===== config.mk =====
export PLATFORM = sky130hd
export DESIGN_NAME = bus_mem_slave
export DESIGN_NICKNAME = d
export VERILOG_FILES = /design/src/rtl/bus_mem_slave_pkg.sv /design/src/rtl/bus_mem_slave_mem_array_r.sv /design/src/rtl/bus_mem_slave.sv
export SDC_FILE = /design/constraint.sdc
export NUM_CORES = 1
export LEC_CHECK = 0
export BUFFER_PORTS_ARGS = -buffer_cell sky130_fd_sc_hd__buf_2
export CAP_MARGIN = 20
export CORE_MARGIN = 2
export CORE_UTILIZATION = 65
export DETAILED_ROUTE_END_ITERATION = 6
export HOLD_SLACK_MARGIN = 0.05
export PLACE_DENSITY_LB_ADDON = 0.1
export SLEW_MARGIN = 20
export SYNTH_ARGS = -nofsm -noshare
export SYNTH_HDL_FRONTEND = slang
export SYNTH_SLANG_ARGS = --single-unit

===== constraint.sdc =====
create_clock -name clk -period 1.7 [get_ports clk]
set_input_delay 0.17 -clock clk [delete_from_list [all_inputs] [get_ports clk]]
set_output_delay 0.17 -clock clk [all_outputs]
set_load 0.01 [all_outputs]

===== src/rtl/bus_mem_slave_pkg.sv =====
// bus_mem_slave_pkg: shared beat/phase encodings and bus widths
// for bus_mem_slave and its mem_array_r register file.
package bus_mem_slave_pkg;

  localparam int ADDR_BUS_W = 16;
  localparam int DATA_W     = 32;

  typedef enum logic [1:0] {
    BEAT_IDLE   = 2'b00,
    BEAT_WR_HIT = 2'b01,
    BEAT_RD_HIT = 2'b10,
    BEAT_MISS   = 2'b11
  } beat_t;

  typedef enum logic {
    RESP_IDLE   = 1'b0,
    RESP_ACTIVE = 1'b1
  } phase_t;

endpackage


===== src/rtl/bus_mem_slave_mem_array_r.sv =====
// mem_array_r: 2^ADDR_W x DATA_W register array, async clear, write enable,
// combinational read. Ports: clk, reset_n, we, idx, wdata -> rdata.
module mem_array_r #(
  parameter int ADDR_W = 5,
  parameter int DATA_W = 32
) (
  input  logic              clk,
  input  logic              reset_n,
  input  logic              we,
  input  logic [ADDR_W-1:0] idx,
  input  logic [DATA_W-1:0] wdata,
  output logic [DATA_W-1:0] rdata
);

  localparam int DEPTH = 2 ** ADDR_W;

  logic [DATA_W-1:0] mem [DEPTH];

  always_ff @(posedge clk or negedge reset_n) begin
    if (!reset_n) begin
      for (int i = 0; i < DEPTH; i++) begin
        mem[i] <= '0;
      end
    end else if (we) begin
      mem[idx] <= wdata;
    end
  end

  assign rdata = mem[idx];

endmodule


===== src/rtl/bus_mem_slave.sv =====
// bus_mem_slave: word memory responder on the 16b addr / 32b data bus.
// Ports: s_sel/s_wr/s_addr/s_din in, s_dout/s_ack/s_err out, sticky
// err_flag (err_clear), access counters rd_cnt/wr_cnt (cnt_clear) built
// only when ACCESS_CNT_EN is defined; otherwise the counters read 0.
module bus_mem_slave
  import bus_mem_slave_pkg::*;
#(
  parameter int                    ADDR_W    = 5,
  parameter logic [ADDR_BUS_W-1:0] BASE_ADDR = 16'h0000
) (
  input  logic                  clk,
  input  logic                  reset_n,
  input  logic                  s_sel,
  input  logic                  s_wr,
  input  logic [ADDR_BUS_W-1:0] s_addr,
  input  logic [DATA_W-1:0]     s_din,
  output logic [DATA_W-1:0]     s_dout,
  output logic                  s_ack,
  output logic                  s_err,
  output logic                  err_flag,
  input  logic                  err_clear,
  input  logic                  cnt_clear,
  output logic [15:0]           rd_cnt,
  output logic [15:0]           wr_cnt
);

  logic              hit;
  logic [ADDR_W-1:0] idx;
  logic [DATA_W-1:0] rdata;
  beat_t             beat;
  beat_t             beat_q;
  phase_t            phase_q;
  phase_t            phase_d;
  logic [DATA_W-1:0] dout_q;
  logic [DATA_W-1:0] dout_d;
  logic              flag_q;
  logic              flag_d;

  assign hit = s_addr[ADDR_BUS_W-1:ADDR_W]
            == BASE_ADDR[ADDR_BUS_W-1:ADDR_W];
  assign idx = s_addr[ADDR_W-1:0];

  always_comb begin
    beat = BEAT_IDLE;
    unique case (1'b1)
      !s_sel:                beat = BEAT_IDLE;
      s_sel && !hit:         beat = BEAT_MISS;
      s_sel && hit && s_wr:  beat = BEAT_WR_HIT;
      s_sel && hit && !s_wr: beat = BEAT_RD_HIT;
      default:               beat = BEAT_IDLE;
    endcase
  end

  mem_array_r #(
    .ADDR_W (ADDR_W),
    .DATA_W (DATA_W)
  ) u_mem (
    .clk     (clk),
    .reset_n (reset_n),
    .we      (beat == BEAT_WR_HIT),
    .idx     (idx),
    .wdata   (s_din),
    .rdata   (rdata)
  );

  always_ff @(posedge clk or negedge reset_n) begin
    if (!reset_n) begin
      phase_q <= RESP_IDLE;
      beat_q  <= BEAT_IDLE;
      dout_q  <= '0;
      flag_q  <= 1'b0;
    end else begin
      phase_q <= phase_d;
      beat_q  <= beat;
      dout_q  <= dout_d;
      flag_q  <= flag_d;
    end
  end

  // A miss in the clear cycle keeps the flag set.
  always_comb begin
    phase_d = RESP_IDLE;
    dout_d  = '0;
    flag_d  = flag_q;
    if (beat != BEAT_IDLE) phase_d = RESP_ACTIVE;
    if (beat == BEAT_RD_HIT) dout_d = rdata;
    if (beat == BEAT_MISS) begin
      flag_d = 1'b1;
    end else if (err_clear) begin
      flag_d = 1'b0;
    end
  end

  always_comb begin
    s_ack = 1'b0;
    s_err = 1'b0;
    if (phase_q == RESP_ACTIVE) begin
      unique case (beat_q)
        BEAT_WR_HIT: s_ack = 1'b1;
        BEAT_RD_HIT: s_ack = 1'b1;
        BEAT_MISS:   s_err = 1'b1;
        default:     s_ack = 1'b0;
      endcase
    end
  end

  assign s_dout   = dout_q;
  assign err_flag = flag_q;

`ifdef ACCESS_CNT_EN
  logic [15:0] rd_q;
  logic [15:0] wr_q;

  always_ff @(posedge clk or negedge reset_n) begin
    if (!reset_n) begin
      rd_q <= '0;
      wr_q <= '0;
    end else if (cnt_clear) begin
      rd_q <= '0;
      wr_q <= '0;
    end else begin
      if (beat == BEAT_RD_HIT && rd_q != 16'hFFFF) rd_q <= rd_q + 16'd1;
      if (beat == BEAT_WR_HIT && wr_q != 16'hFFFF) wr_q <= wr_q + 16'd1;
    end
  end

  assign rd_cnt = rd_q;
  assign wr_cnt = wr_q;
`else
  logic cnt_clear_unused;
  assign cnt_clear_unused = cnt_clear;
  assign rd_cnt = '0;
  assign wr_cnt = '0;
`endif

endmodule


# Word level (Yosys, flattened, before mapping)
# Index checks and enable logic that the tools add are counted.
# totals
reg_bits	1060
inputBits	54
output_inout_bits	67
# classes
n_lt_le_gt_ge	2
eq_ne	6
muxes	15
n_bitwise	1
reduce_logical	11
# op_table
operator	count
bitwise mux 1024 bit	1
binary-select mux 32 bit (select 5 bit)	1
demux 32 bit (select 5 bit)	1
two-way mux 32 bit	4
logical NOT 11 bit	1
equality test 2 bit (second input constant)	4
two-way mux 1 bit	7
>= comparator 6 bit (second input constant)	1
less-than comparator 6 x 1 -> 1 bit (second input constant)	1
NOT 5 -> 6 bit	1
case mux 2 bit (3 select lines)	1
logical AND 1 bit	5
equality test 2 x 1 -> 1 bit (second input constant)	2
nonzero test 2 bit	2
logical NOT 1 bit	2
OR reduction 2 bit	1

# Logic depth before layout (Yosys ltp)
# Gate-level depths: netlist (run 1).
# depth
ltp_word	6
ltp_mapped	8
mapped_depth_nobuf	4

# Cells and area by module
# From an unflattened synthesis (run 1), not the netlist that was laid out.
# hier_totals
hier_cells	3415
area_unflattened_um2	47904.7
# modules_own_cells
mod	instances	cells_per_inst	area_each_um2
mem_array_r	1	3295	46390.7
bus_mem_slave	1	120	1514.0

# Worst setup path after synthesis (run 1)
# OpenSTA, ideal clock, no wires.
# synth_timing
path_kind	input to register
start	input port s_addr[9]
end	register u_mem.mem[1000] (netlist bit)
setup_ns	0.125
arrival_time_ns	1.739
required_ns	1.575
setup_slack_ns	-0.164
path_stages	5
path_cell_list	nor4_2 nand4_1 nor2_1 buf_2 mux2_2
# synth_between
elab_chain_cells	5
word_cells_on_any_way	8
classes_between	eq/ne: 1; mux: 1; reduce/logical: 6
# synth_lines
element	line	rtl
start, declared	bus_mem_slave.sv:15	input logic [ADDR_BUS_W-1:0] s_addr,
logical NOT 11 bit (*)	bus_mem_slave.sv:39	assign hit = s_addr[ADDR_BUS_W-1:ADDR_W]
logical AND 1 bit or logical NOT 1 bit (tied branches)	bus_mem_slave.sv:48, bus_mem_slave.sv:49, bus_mem_slave.sv:47	
logical AND 1 bit, on equally long branches	bus_mem_slave.sv:49, bus_mem_slave.sv:47, bus_mem_slave.sv:48	
case mux 2 bit (3 select lines) (*)	bus_mem_slave.sv:45	unique case (1'b1)
equality test 2 x 1 -> 1 bit (*)	bus_mem_slave.sv:60	.we (beat == BEAT_WR_HIT),
end signal, assigned by index	bus_mem_slave_mem_array_r.sv:25	mem[idx] <= wdata;
end, declared	bus_mem_slave_mem_array_r.sv:17	logic [DATA_W-1:0] mem [DEPTH];
# Every way passes the cells marked *; elsewhere a longest branch is shown, timed or not.
# A chain may end at the register's enable or synchronous reset.

# Worst setup path after layout (run 1)
# layout_timing
start	register beat_q[1]
end	output port s_ack
# layout_between
elab_chain_cells	4
word_cells_on_any_way	5
classes_between	eq/ne: 2; mux: 2; reduce/logical: 1
# layout_lines
element	line	rtl
start, declared	bus_mem_slave.sv:31	beat_t beat_q;
start signal, assigned	bus_mem_slave.sv:74	beat_q <= beat;
equality test 2 bit or equality test 2 x 1 -> 1 bit (tied branches)	bus_mem_slave.sv:98	unique case (beat_q)
OR reduction 2 bit (no line) (*)	n/a	
two-way mux 1 bit (*)	bus_mem_slave.sv:98	
two-way mux 1 bit (*)	bus_mem_slave.sv:97	if (phase_q == RESP_ACTIVE) begin
end, declared	bus_mem_slave.sv:18	output logic s_ack,
# Marked as above.

==> impl_metrics.env, run 1 <==
export IMPL_status="finished, violations left"
export IMPL_violations="setup timing"
export IMPL_ys_flop_type="dfrtp_1"
export IMPL_io_buffers=87
export IMPL_htreeDepth=3
export IMPL_clock_skew_ps=11.8
export IMPL_yosys_area_top_type="dfrtp_1"
export IMPL_yosysSeqAreaShare_pct=56.0
export IMPL_max_freq_ghz=0.570
export IMPL_netlist_area_um2=47400
export IMPL_swShare_pct=22.2
export IMPL_syn_to_final_growth_pct=16.5
export IMPL_powerDensity_nw_per_um2=948
export IMPL_clkPwrFrac_pct=46.8
export IMPL_antenna_found_initial=4
export IMPL_critPathLaunchType="flop"
export IMPL_preCtsSetupSlack_ps=-736
export IMPL_wire_per_inst_um=30.4
export IMPL_rsz0062_at_grt="true"
export IMPL_vdd_drop_max_v=0.00109
export IMPL_hold_violations=0
export IMPL_remaining_drc_errors=0
export IMPL_p_seq_share_pct=48.3
export IMPL_coreArea_um2=72600
export IMPL_async_flop_share_pct=100
export IMPL_clockBufferDepth=3
export IMPL_vias=29000
export IMPL_numCtsBuffers=108
export IMPL_power_switching_mw=11.6
export IMPL_crit_chain="ha_1 > and2_1 > buf_2"
export IMPL_r2r_start="u_mem.mem[158]"
export IMPL_reg2reg_depth=4
export IMPL_start_util_pct=65.3
export IMPL_gp_congestion=0.854
export IMPL_wl_um=133000
export IMPL_post_synth_top_count_cell="dfrtp_1"
export IMPL_fin_crit_ps=1760
export IMPL_setup_viol=1
export IMPL_grt_max_degree=115
export IMPL_clock_latency_ps=670
export IMPL_cp_slowest_cell="dfrtp_1"
export IMPL_ys_seq_elements=1060
export IMPL_end_kind="output port"
export IMPL_p_leak_nw=27.3
export IMPL_clkTransAtPathRegs_ps=60
export IMPL_crit_path_end="s_ack"
export IMPL_dp_hpwl_um=84100
export IMPL_drv_cap=0
export IMPL_clock_sinks=1060
export IMPL_drive_gt1_share_pct=51.0
export IMPL_p_int_mw=40.7
export IMPL_synth_edf_count=0
export IMPL_cts_root_buffer="clkbuf_16"
export IMPL_cts_tree="built"
export IMPL_die_h_um=274
export IMPL_postRouteAntennaNets=0
export IMPL_timing_final_ws_setup_ps=-55.6
export IMPL_die_area_um2=75100
export IMPL_r2r_end="s_dout[30]"
export IMPL_first_iter_violations=2570
export IMPL_syn_mean_instance_area_um2=15.1
export IMPL_cp_max_fo=1
export IMPL_synth_common_cells="dfrtp_1 (1060), mux2_2 (1034), mux2i_1 (248)"
export IMPL_yosys_top_cells_area="dfrtp_1 (56%), mux2_2 (25%), mux4_2 (5.9%), mux2i_1 (5.2%), a22oi_1 (2.1%)"
export IMPL_crit_required_ps=1530
export IMPL_dr_pass1_iters=5
export IMPL_p_comb_share_pct=4.9
export IMPL_max_stage_delay_ps=360
export IMPL_tightest_slew_ps=740
export IMPL_nNetsFinal=3359
export IMPL_path_class="reg -> out"
export IMPL_critPathLaunch="beat_q[1]"
export IMPL_ys_warn_count=0
export IMPL_gr_total_overflow=0
export IMPL_finalMaxSlewViolations=0
export IMPL_dieWidth_um=274
export IMPL_vias_per_cell=6.66
export IMPL_finalCritPeriodShare_pct=103
export IMPL_rows=99
export IMPL_slew_headroom_pct=50.6
export IMPL_arrival_ps=1590
export IMPL_grt_pass1_wl_um=200000
export IMPL_ios=121
export IMPL_synth_top_cell_area_share_pct=56.0
export IMPL_ys_types=35
export IMPL_synthCells=3146
export IMPL_first_global_vias=31200
export IMPL_hp_class="in -> reg"
export IMPL_fin_util_pct=76.0
export IMPL_r2r_setup_slack_ps=260
export IMPL_track_usage_pct=36.3
## worst min-delay path by stage
stage                     depth (start not counted)       from        endpoint
after detailed placement                          1    reset_n  u_mem.mem[669]
after CTS                                         2  s_din[16]  u_mem.mem[912]
after floorplan                                   0    reset_n       beat_q[0]
after global placement                            1    reset_n  u_mem.mem[669]
after global routing                              2  s_din[17]  u_mem.mem[273]
final                                             2  s_din[17]  u_mem.mem[273]
## critical path: cells and delay by family (launching register included)
family | cells | cell delay (ps)
flops | 1 | 360
fa+ha+maj | 1 | 290
simple gates | 1 | 140
buf+inv | 1 | 130
## flip-flops by register name, summed over array words and instances, names as in the netlist
register / cells
u_mem.mem: 1024
err_flag: 1
s_dout: 32
beat_q: 2
phase_q: 1
## repair_timing
item / 4_1_cts / 5_1_grt
pin swaps: 3 / 0
setup endpoints to repair: 6 / 2
buffers inserted: 4 / 0
hold buffers: 6 / 0
resized for setup: 2 / 0
gates cloned: 0 / 0
endpoints found under the hold margin: 836 / 0
## stage by stage
step | cells | cell area, um2 | power, mW | hold slack (ps) | setup TNS (ps)
final | 4357 | 55200 | 52.3 | 131 | -55.6
after floorplan | 3177 | 47600 | 26.9 | -126 | -81490
after global routing | 4355 | 55200 | 53.9 | 131 | -125
after CTS | 4354 | 55200 | 52.5 | 102 | -78.8
after detailed placement | 4143 | 51400 | 28.2 | 63.4 | -457120
after global placement | 4143 | 51400 | 28.2 | 67.2 | -486010
## power by group through the flow
stage	Sequential, mW	Combinational [mW]	Clock [mW]
after floorplan	25.7	1.15	0
after global placement	25.7	2.47	0
after detailed placement	25.7	2.54	0
after CTS	25.2	2.56	24.7
after global routing	25.2	2.76	25.9
final	25.2	2.56	24.5
## cells in the final DEF, fill, tap and decap left out, drive strengths merged
master,instances
a21oi,1
a22oi,132
and2,2
and4,4
and4b,6
buf,346
bufinv,10
clkbuf,162
clkinv,21
clkinvlp,4
conb,32
dfrtp,1060
diode,3
dlygate4sd3,6
ha,1
inv,6
mux2,1040
mux2i,248
mux4,124
nand2,2
nand3,2
nand3b,3
nand4,35
nor2,30
nor3,1
nor4,34
nor4b,4
nor4bb,7
o21a,2
o21ai,1
o22ai,62
or2,3
or3,1
or3b,3
## logic make-up after synthesis
kind of cell / synth area share [%]
buf+inv: 3.37
flops: 56.0
other cells: 0.00791
fa+ha+maj: 0.0264
simple gates: 1.84
compound gates: 2.96
mux: 35.8
## cell type report
type	count	area (um2)
clock inverter	39	482
antenna	3	7.51
sequential	1060	26500
tap	959	1200
multi-input combinational	1780	19800
inverter	2	7.51
fill	4330	17400
timing repair buffer	352	3980
clock buffer	162	3240
## metal layers
metal,wire length [um],up-vias,track usage (%)
met5,0,-,0
met4,5730,0,14.4
met3,9200,308,7.41
met2,63700,1105,57.9
met1,54000,15700,49.5
li1,-,11900,-
Note: power is estimated with default switching activity, not from simulation.
==> inputs of run 2 (changes only) <==
==> constraint.sdc (replaced) <==
create_clock -name clk -period 1.7 [get_ports clk]
set_input_delay 0.17 -clock clk [delete_from_list [all_inputs] [get_ports clk]]
set_output_delay 0.17 -clock clk [all_outputs]
set_load 0.05 [all_outputs]
==> run 2 against run 1 <==
The flow still finishes with violations (setup timing). Sequential share of layout area about the same. Final area about the same. Die area unchanged. Sequential cell count unchanged. Clock power about the same. Setup slack got worse by 19 ps. Register-to-register slack got worse by 20 ps. Critical path type unchanged. Largest power group unchanged.
==> impl_metrics.env, run 2 (synthesis gave the netlist of run 1 again) <==
export IMPL_clock_sinks=1060
export IMPL_holdPathEnd="u_mem.mem[273]"
export IMPL_rows=99
export IMPL_violations="setup timing"
export IMPL_met2_usage_pct=58.0
export IMPL_ios=121
export IMPL_die_h_um=274
export IMPL_max_freq_ghz=0.564
export IMPL_clockBufferDepth=3
export IMPL_dieWidth_um=274
export IMPL_wl_um=133000
export IMPL_top_register="u_mem.mem"
export IMPL_cts_root_buffer="clkbuf_16"
export IMPL_slew_headroom_pct=52.0
export IMPL_hp_class="in -> reg"
export IMPL_largest_reg_flops=1024
export IMPL_status="finished, violations left"
export IMPL_cp_max_fo=1
export IMPL_p_leak_nw=27.3
export IMPL_preCtsSetupSlack_ps=-736
export IMPL_clock_latency_ps=660
export IMPL_hold_depth=2
export IMPL_gp_congestion=0.854
export IMPL_first_iter_violations=2505
export IMPL_min_from="s_din[17]"
export IMPL_multi_input_area_um2=19800
export IMPL_arrival_ps=1600
export IMPL_r2r_setup_slack_ps=240
export IMPL_vias=29200
export IMPL_r2r_end="s_dout[11]"
export IMPL_syn_to_final_growth_pct=16.5
export IMPL_reg2reg_depth=4
export IMPL_clock_skew_ps=10.9
export IMPL_place_inst=4143
export IMPL_finalCritPeriodShare_pct=104
export IMPL_start_util_pct=65.3
export IMPL_fin_util_pct=76.1
export IMPL_coreArea_um2=72600
export IMPL_nNetsFinal=3359
export IMPL_cts_tree="built"
export IMPL_path_class="reg -> out"
export IMPL_vdd_drop_max_v=0.00109
export IMPL_htreeDepth=3
export IMPL_critPathLaunchType="flop"
export IMPL_rsz0062_at_grt="true"
export IMPL_grt_max_degree=115
export IMPL_powerDensity_nw_per_um2=950
export IMPL_gr_total_overflow=0
export IMPL_setup_viol=2
export IMPL_track_usage_pct=36.3
export IMPL_grt_busiest_layer="met2"
export IMPL_finalMaxSlewViolations=0
export IMPL_crit_required_ps=1530
export IMPL_wire_per_inst_um=30.5
export IMPL_layout_common_cells="dfrtp_1 (1060), mux2_2 (1034), mux2i_1 (248)"
export IMPL_r2r_start="u_mem.mem[235]"
export IMPL_dp_hpwl_um=84100
export IMPL_remaining_drc_errors=0
export IMPL_layout_commonest_cell="dfrtp_1"
export IMPL_die_area_um2=75100
export IMPL_met1_usage_pct=49.5
export IMPL_met3_usage_pct=7.42
export IMPL_dr_pass1_iters=5
export IMPL_antenna_found_initial=4
export IMPL_layout_cells_non_filler=4356
export IMPL_seq_area_um2=26500
export IMPL_num_fill_cells=4325
export IMPL_tightest_slew_ps=719
export IMPL_timing_final_ws_setup_ps=-74.1
export IMPL_fin_crit_ps=1770
export IMPL_end_kind="output port"
export IMPL_drv_cap=0
export IMPL_grt_pass1_wl_um=200000
export IMPL_drive_gt1_share_pct=51.1
export IMPL_hold_violations=0
export IMPL_first_global_vias=31200
export IMPL_numCtsBuffers=108
export IMPL_clkTransAtPathRegs_ps=60
export IMPL_postRouteAntennaNets=0
export IMPL_vias_per_cell=6.69
export IMPL_io_buffers=87
## run 2: cell count changes in the layout (fill, tap and decap cells not counted), sizes merged
cell   delta
diode     -1
## run 2: area by class of cell
cell class / count / area share, %
flip-flops and latches: 1060 / 48.0
diodes: 2 / 0.00906
multi-input cells: 1780 / 35.8
well taps: 959 / 2.17
inverters: 2 / 0.0136
clock inverters: 39 / 0.872
repair buffers: 352 / 7.24
clock buffers: 162 / 5.86
## run 2: metal layers
metal,vias up,routed length [um]
met5,-,12
met4,2,5850
met3,316,9200
met2,1155,63800
met1,15800,54000
li1,11900,-
## run 2: power breakdown
part | switching (mW) | internal [mW]
registers | 0.00478 | 25.2
logic | 1.91 | 0.799
clock network | 9.87 | 14.6
total | 11.8 | 40.7
## run 2: what timing repair did
action | in CTS | in global routing
resized for setup | 8 | 0
pin swaps | 3 | 0
buffers inserted | 4 | 0
endpoints found under the hold margin | 836 | 0
setup endpoints to repair | 6 | 2
hold buffers | 6 | 0
## run 2: through the flow
step           cell area [um2]  TNS, ps  hold WS [ps]  total power, mW
5_1_grt                  55200     -173           131             54.0
6_report                 55200    -84.4           130             52.5
3_5_place_dp             51400  -457120          63.4             28.4
4_1_cts                  55200     -124           102             52.6
2_1_floorplan            47600   -81490          -126             27.0
3_3_place_gp             51400  -486010          67.2             28.3
## run 2: how the worst max path moves through the flow
stage	to	slack (ps)	cells past startpoint	start
4_1_cts	s_ack	-100	3	beat_q[1]
3_5_place_dp	s_dout[5]	-740	6	s_addr[9]
3_3_place_gp	s_dout[8]	-780	6	s_addr[9]
5_1_grt	s_ack	-120	3	beat_q[1]
2_1_floorplan	u_mem.mem[100]	-130	6	s_addr[0]
6_report	s_ack	-70	3	beat_q[1]
## run 2: critical path: stages (launching register included)
cell	delay [ps]
dfrtp_1	360
ha_1	290
and2_4	140
buf_8	140
==> inputs of run 3 (changes only) <==
BUFFER_PORTS_ARGS = not set   (was -buffer_cell sky130_fd_sc_hd__buf_2)
DONT_BUFFER_PORTS = 1   (was not set)
==> run 3 against run 2 <==
The flow finishes with violations (hold timing, setup timing). Die area is the same. Cell count shrank 3.7%. Count of clock-buffer cells in the layout shrank 11. Clock skew grew 13 ps. Global-route usage shrank 1.7 points. Wire length shrank 3.0%. Setup slack gained 46 ps. Critical path depth shrank 1.
==> impl_metrics.env, run 3 (synthesis gave the netlist of run 1 again) <==
export IMPL_largest_reg_flops=1024
export IMPL_num_fill_cells=4465
export IMPL_die_h_um=274
export IMPL_drv_cap=0
export IMPL_dpl_cell_area_um2=49500
export IMPL_vias=28200
export IMPL_rsz0062_at_grt="true"
export IMPL_layout_commonest_cell="dfrtp_1"
export IMPL_finalMaxSlewViolations=0
export IMPL_first_iter_violations=2622
export IMPL_fin_util_pct=74.4
export IMPL_preCtsSetupSlack_ps=-591
export IMPL_critPathLaunchType="flop"
export IMPL_place_inst=3943
export IMPL_vdd_drop_max_v=0.000867
export IMPL_final_cell_area_um2=54000
export IMPL_status="finished, violations left"
export IMPL_dieWidth_um=274
export IMPL_clkTransAtPathRegs_ps=60
export IMPL_ios=121
export IMPL_p_leak_nw=26.4
export IMPL_dr_pass1_iters=5
export IMPL_path_class="reg -> out"
export IMPL_cts_tree="built"
export IMPL_postRouteAntennaNets=0
export IMPL_remaining_drc_errors=0
export IMPL_hp_class="in -> async"
export IMPL_slew_headroom_pct=24.5
export IMPL_violations="hold timing, setup timing"
export IMPL_wl_um=129000
export IMPL_dp_hpwl_um=73900
export IMPL_cts_root_buffer="clkbuf_16"
export IMPL_tightest_slew_ps=1130
export IMPL_layout_common_cells="dfrtp_1 (1060), mux2_2 (1034), mux2i_1 (248)"
export IMPL_p_comb_share_pct=4.0
export IMPL_htreeDepth=3
export IMPL_gp_congestion=0.810
export IMPL_numCtsBuffers=106
export IMPL_first_global_vias=29600
export IMPL_drive_gt1_share_pct=48.1
export IMPL_holdWs_ps=-780
export IMPL_fin_crit_ps=1730
export IMPL_power_switching_mw=11.4
export IMPL_p_int_mw=40.7
export IMPL_top_register="u_mem.mem"
export IMPL_crit_required_ps=1530
export IMPL_p_seq_share_pct=48.5
export IMPL_clock_latency_ps=660
export IMPL_rows=99
export IMPL_powerDensity_nw_per_um2=964
export IMPL_clock_skew_ps=23.9
export IMPL_vias_per_cell=6.73
export IMPL_die_area_um2=75100
export IMPL_timing_final_ws_setup_ps=-27.8
export IMPL_antenna_found_initial=2
export IMPL_finalCritPeriodShare_pct=102
export IMPL_max_freq_ghz=0.579
export IMPL_syn_to_final_growth_pct=13.9
export IMPL_io_buffers=0
export IMPL_clockBufferDepth=3
export IMPL_hold_violations=197
export IMPL_cts_setup_buffers=0
export IMPL_layout_cells_non_filler=4196
export IMPL_cp_max_fo=1
export IMPL_gr_total_overflow=0
export IMPL_swShare_pct=21.9
export IMPL_track_usage_pct=34.6
export IMPL_arrival_ps=1560
export IMPL_grt_max_degree=1061
export IMPL_grt_pass1_wl_um=191000
export IMPL_start_util_pct=65.3
export IMPL_nNetsFinal=3204
export IMPL_postCtsHoldBufs=43
export IMPL_clock_sinks=1060
export IMPL_r2r_setup_slack_ps=180
export IMPL_wire_per_inst_um=30.7
export IMPL_coreArea_um2=72600
export IMPL_end_kind="output port"
export IMPL_setup_viol=2
export IMPL_clkPwrFrac_pct=47.5
run 3: changes by cell type in the layout (fill, tap and decap cells not counted), moves of 2 or more:
cell           previous run  this run
buf_16                    0         6
clkbuf_1                 23        13
buf_12                  121        82
inv_6                     4         2
clkbuf_16               110       113
buf_4                   138        63
dlygate4sd3_1             6        32
buf_8                     4         1
buf_6                     1         3
clkinv_2                 20        22
clkinvlp_4                4         7
buf_2                    82         8
bufinv_16                10        12
run 3: layer usage:
layer | up-vias | global-route usage (%) | routed length (um)
met5 | - | 0 | 0
met3 | 279 | 5.97 | 8070
li1 | 11600 | - | -
met2 | 1037 | 55.4 | 62600
met4 | 0 | 13.2 | 5050
met1 | 15300 | 48.0 | 53200
run 3: final timing paths:
| kind | cells past startpoint | start | endpoint |
|---|---|---|---|
| min in group clk | 3 | s_addr[1] | s_dout[22] |
| hold reg to reg | 1 | u_mem.mem[776] | u_mem.mem[776] |
| max in group asynchronous | 4 | reset_n | u_mem.mem[976] |
| setup reg to reg | 5 | u_mem.mem[62] | s_dout[30] |
| hold / removal | 0 | reset_n | u_mem.mem[727] |
| setup / recovery | 2 | beat_q[1] | s_ack |
run 3: stage by stage:
step / power, mW / hold slack, ps / TNS [ps]
3_3_place_gp: 26.8 / -82.2 / -337310
6_report: 52.0 / -780 / -35.3
4_1_cts: 51.6 / -761 / -92.3
5_1_grt: 53.4 / -808 / -74.6
2_1_floorplan: 27.0 / -126 / -81490
3_5_place_dp: 26.8 / -80.2 / -319600
run 3: layout make-up:
type,instances,area [um2],area share [%]
well taps,959,1200,2.22
flip-flops and latches,1060,26500,49.1
repair buffers,199,2790,5.17
diodes,1,2.50,0.00463
clock inverters,44,549,1.02
inverters,2,7.51,0.0139
multi-input cells,1780,19700,36.6
clock buffers,151,3180,5.88
run 3: critical path: stages, from the launching register on:
cell     delay, ps
dfrtp_1        370
ha_1           280
and2_4         240
run 3: repair_timing:
item | CTS | global route
resized for setup | 4 | 1
hold endpoints to repair | 2110 | 178
setup endpoints to repair | 2 | 426
cloned | 0 | 4
run 3: power groups by stage:
| stage | sequential, mW | clock, mW | combinational (mW) |
|---|---|---|---|
| finish | 25.2 | 24.7 | 2.09 |
| global route | 25.2 | 25.9 | 2.24 |
| CTS | 25.3 | 24.9 | 1.50 |
| detailed placement | 25.7 | 0 | 1.06 |
| global placement | 25.7 | 0 | 1.05 |
| floorplan | 25.7 | 0 | 1.28 |
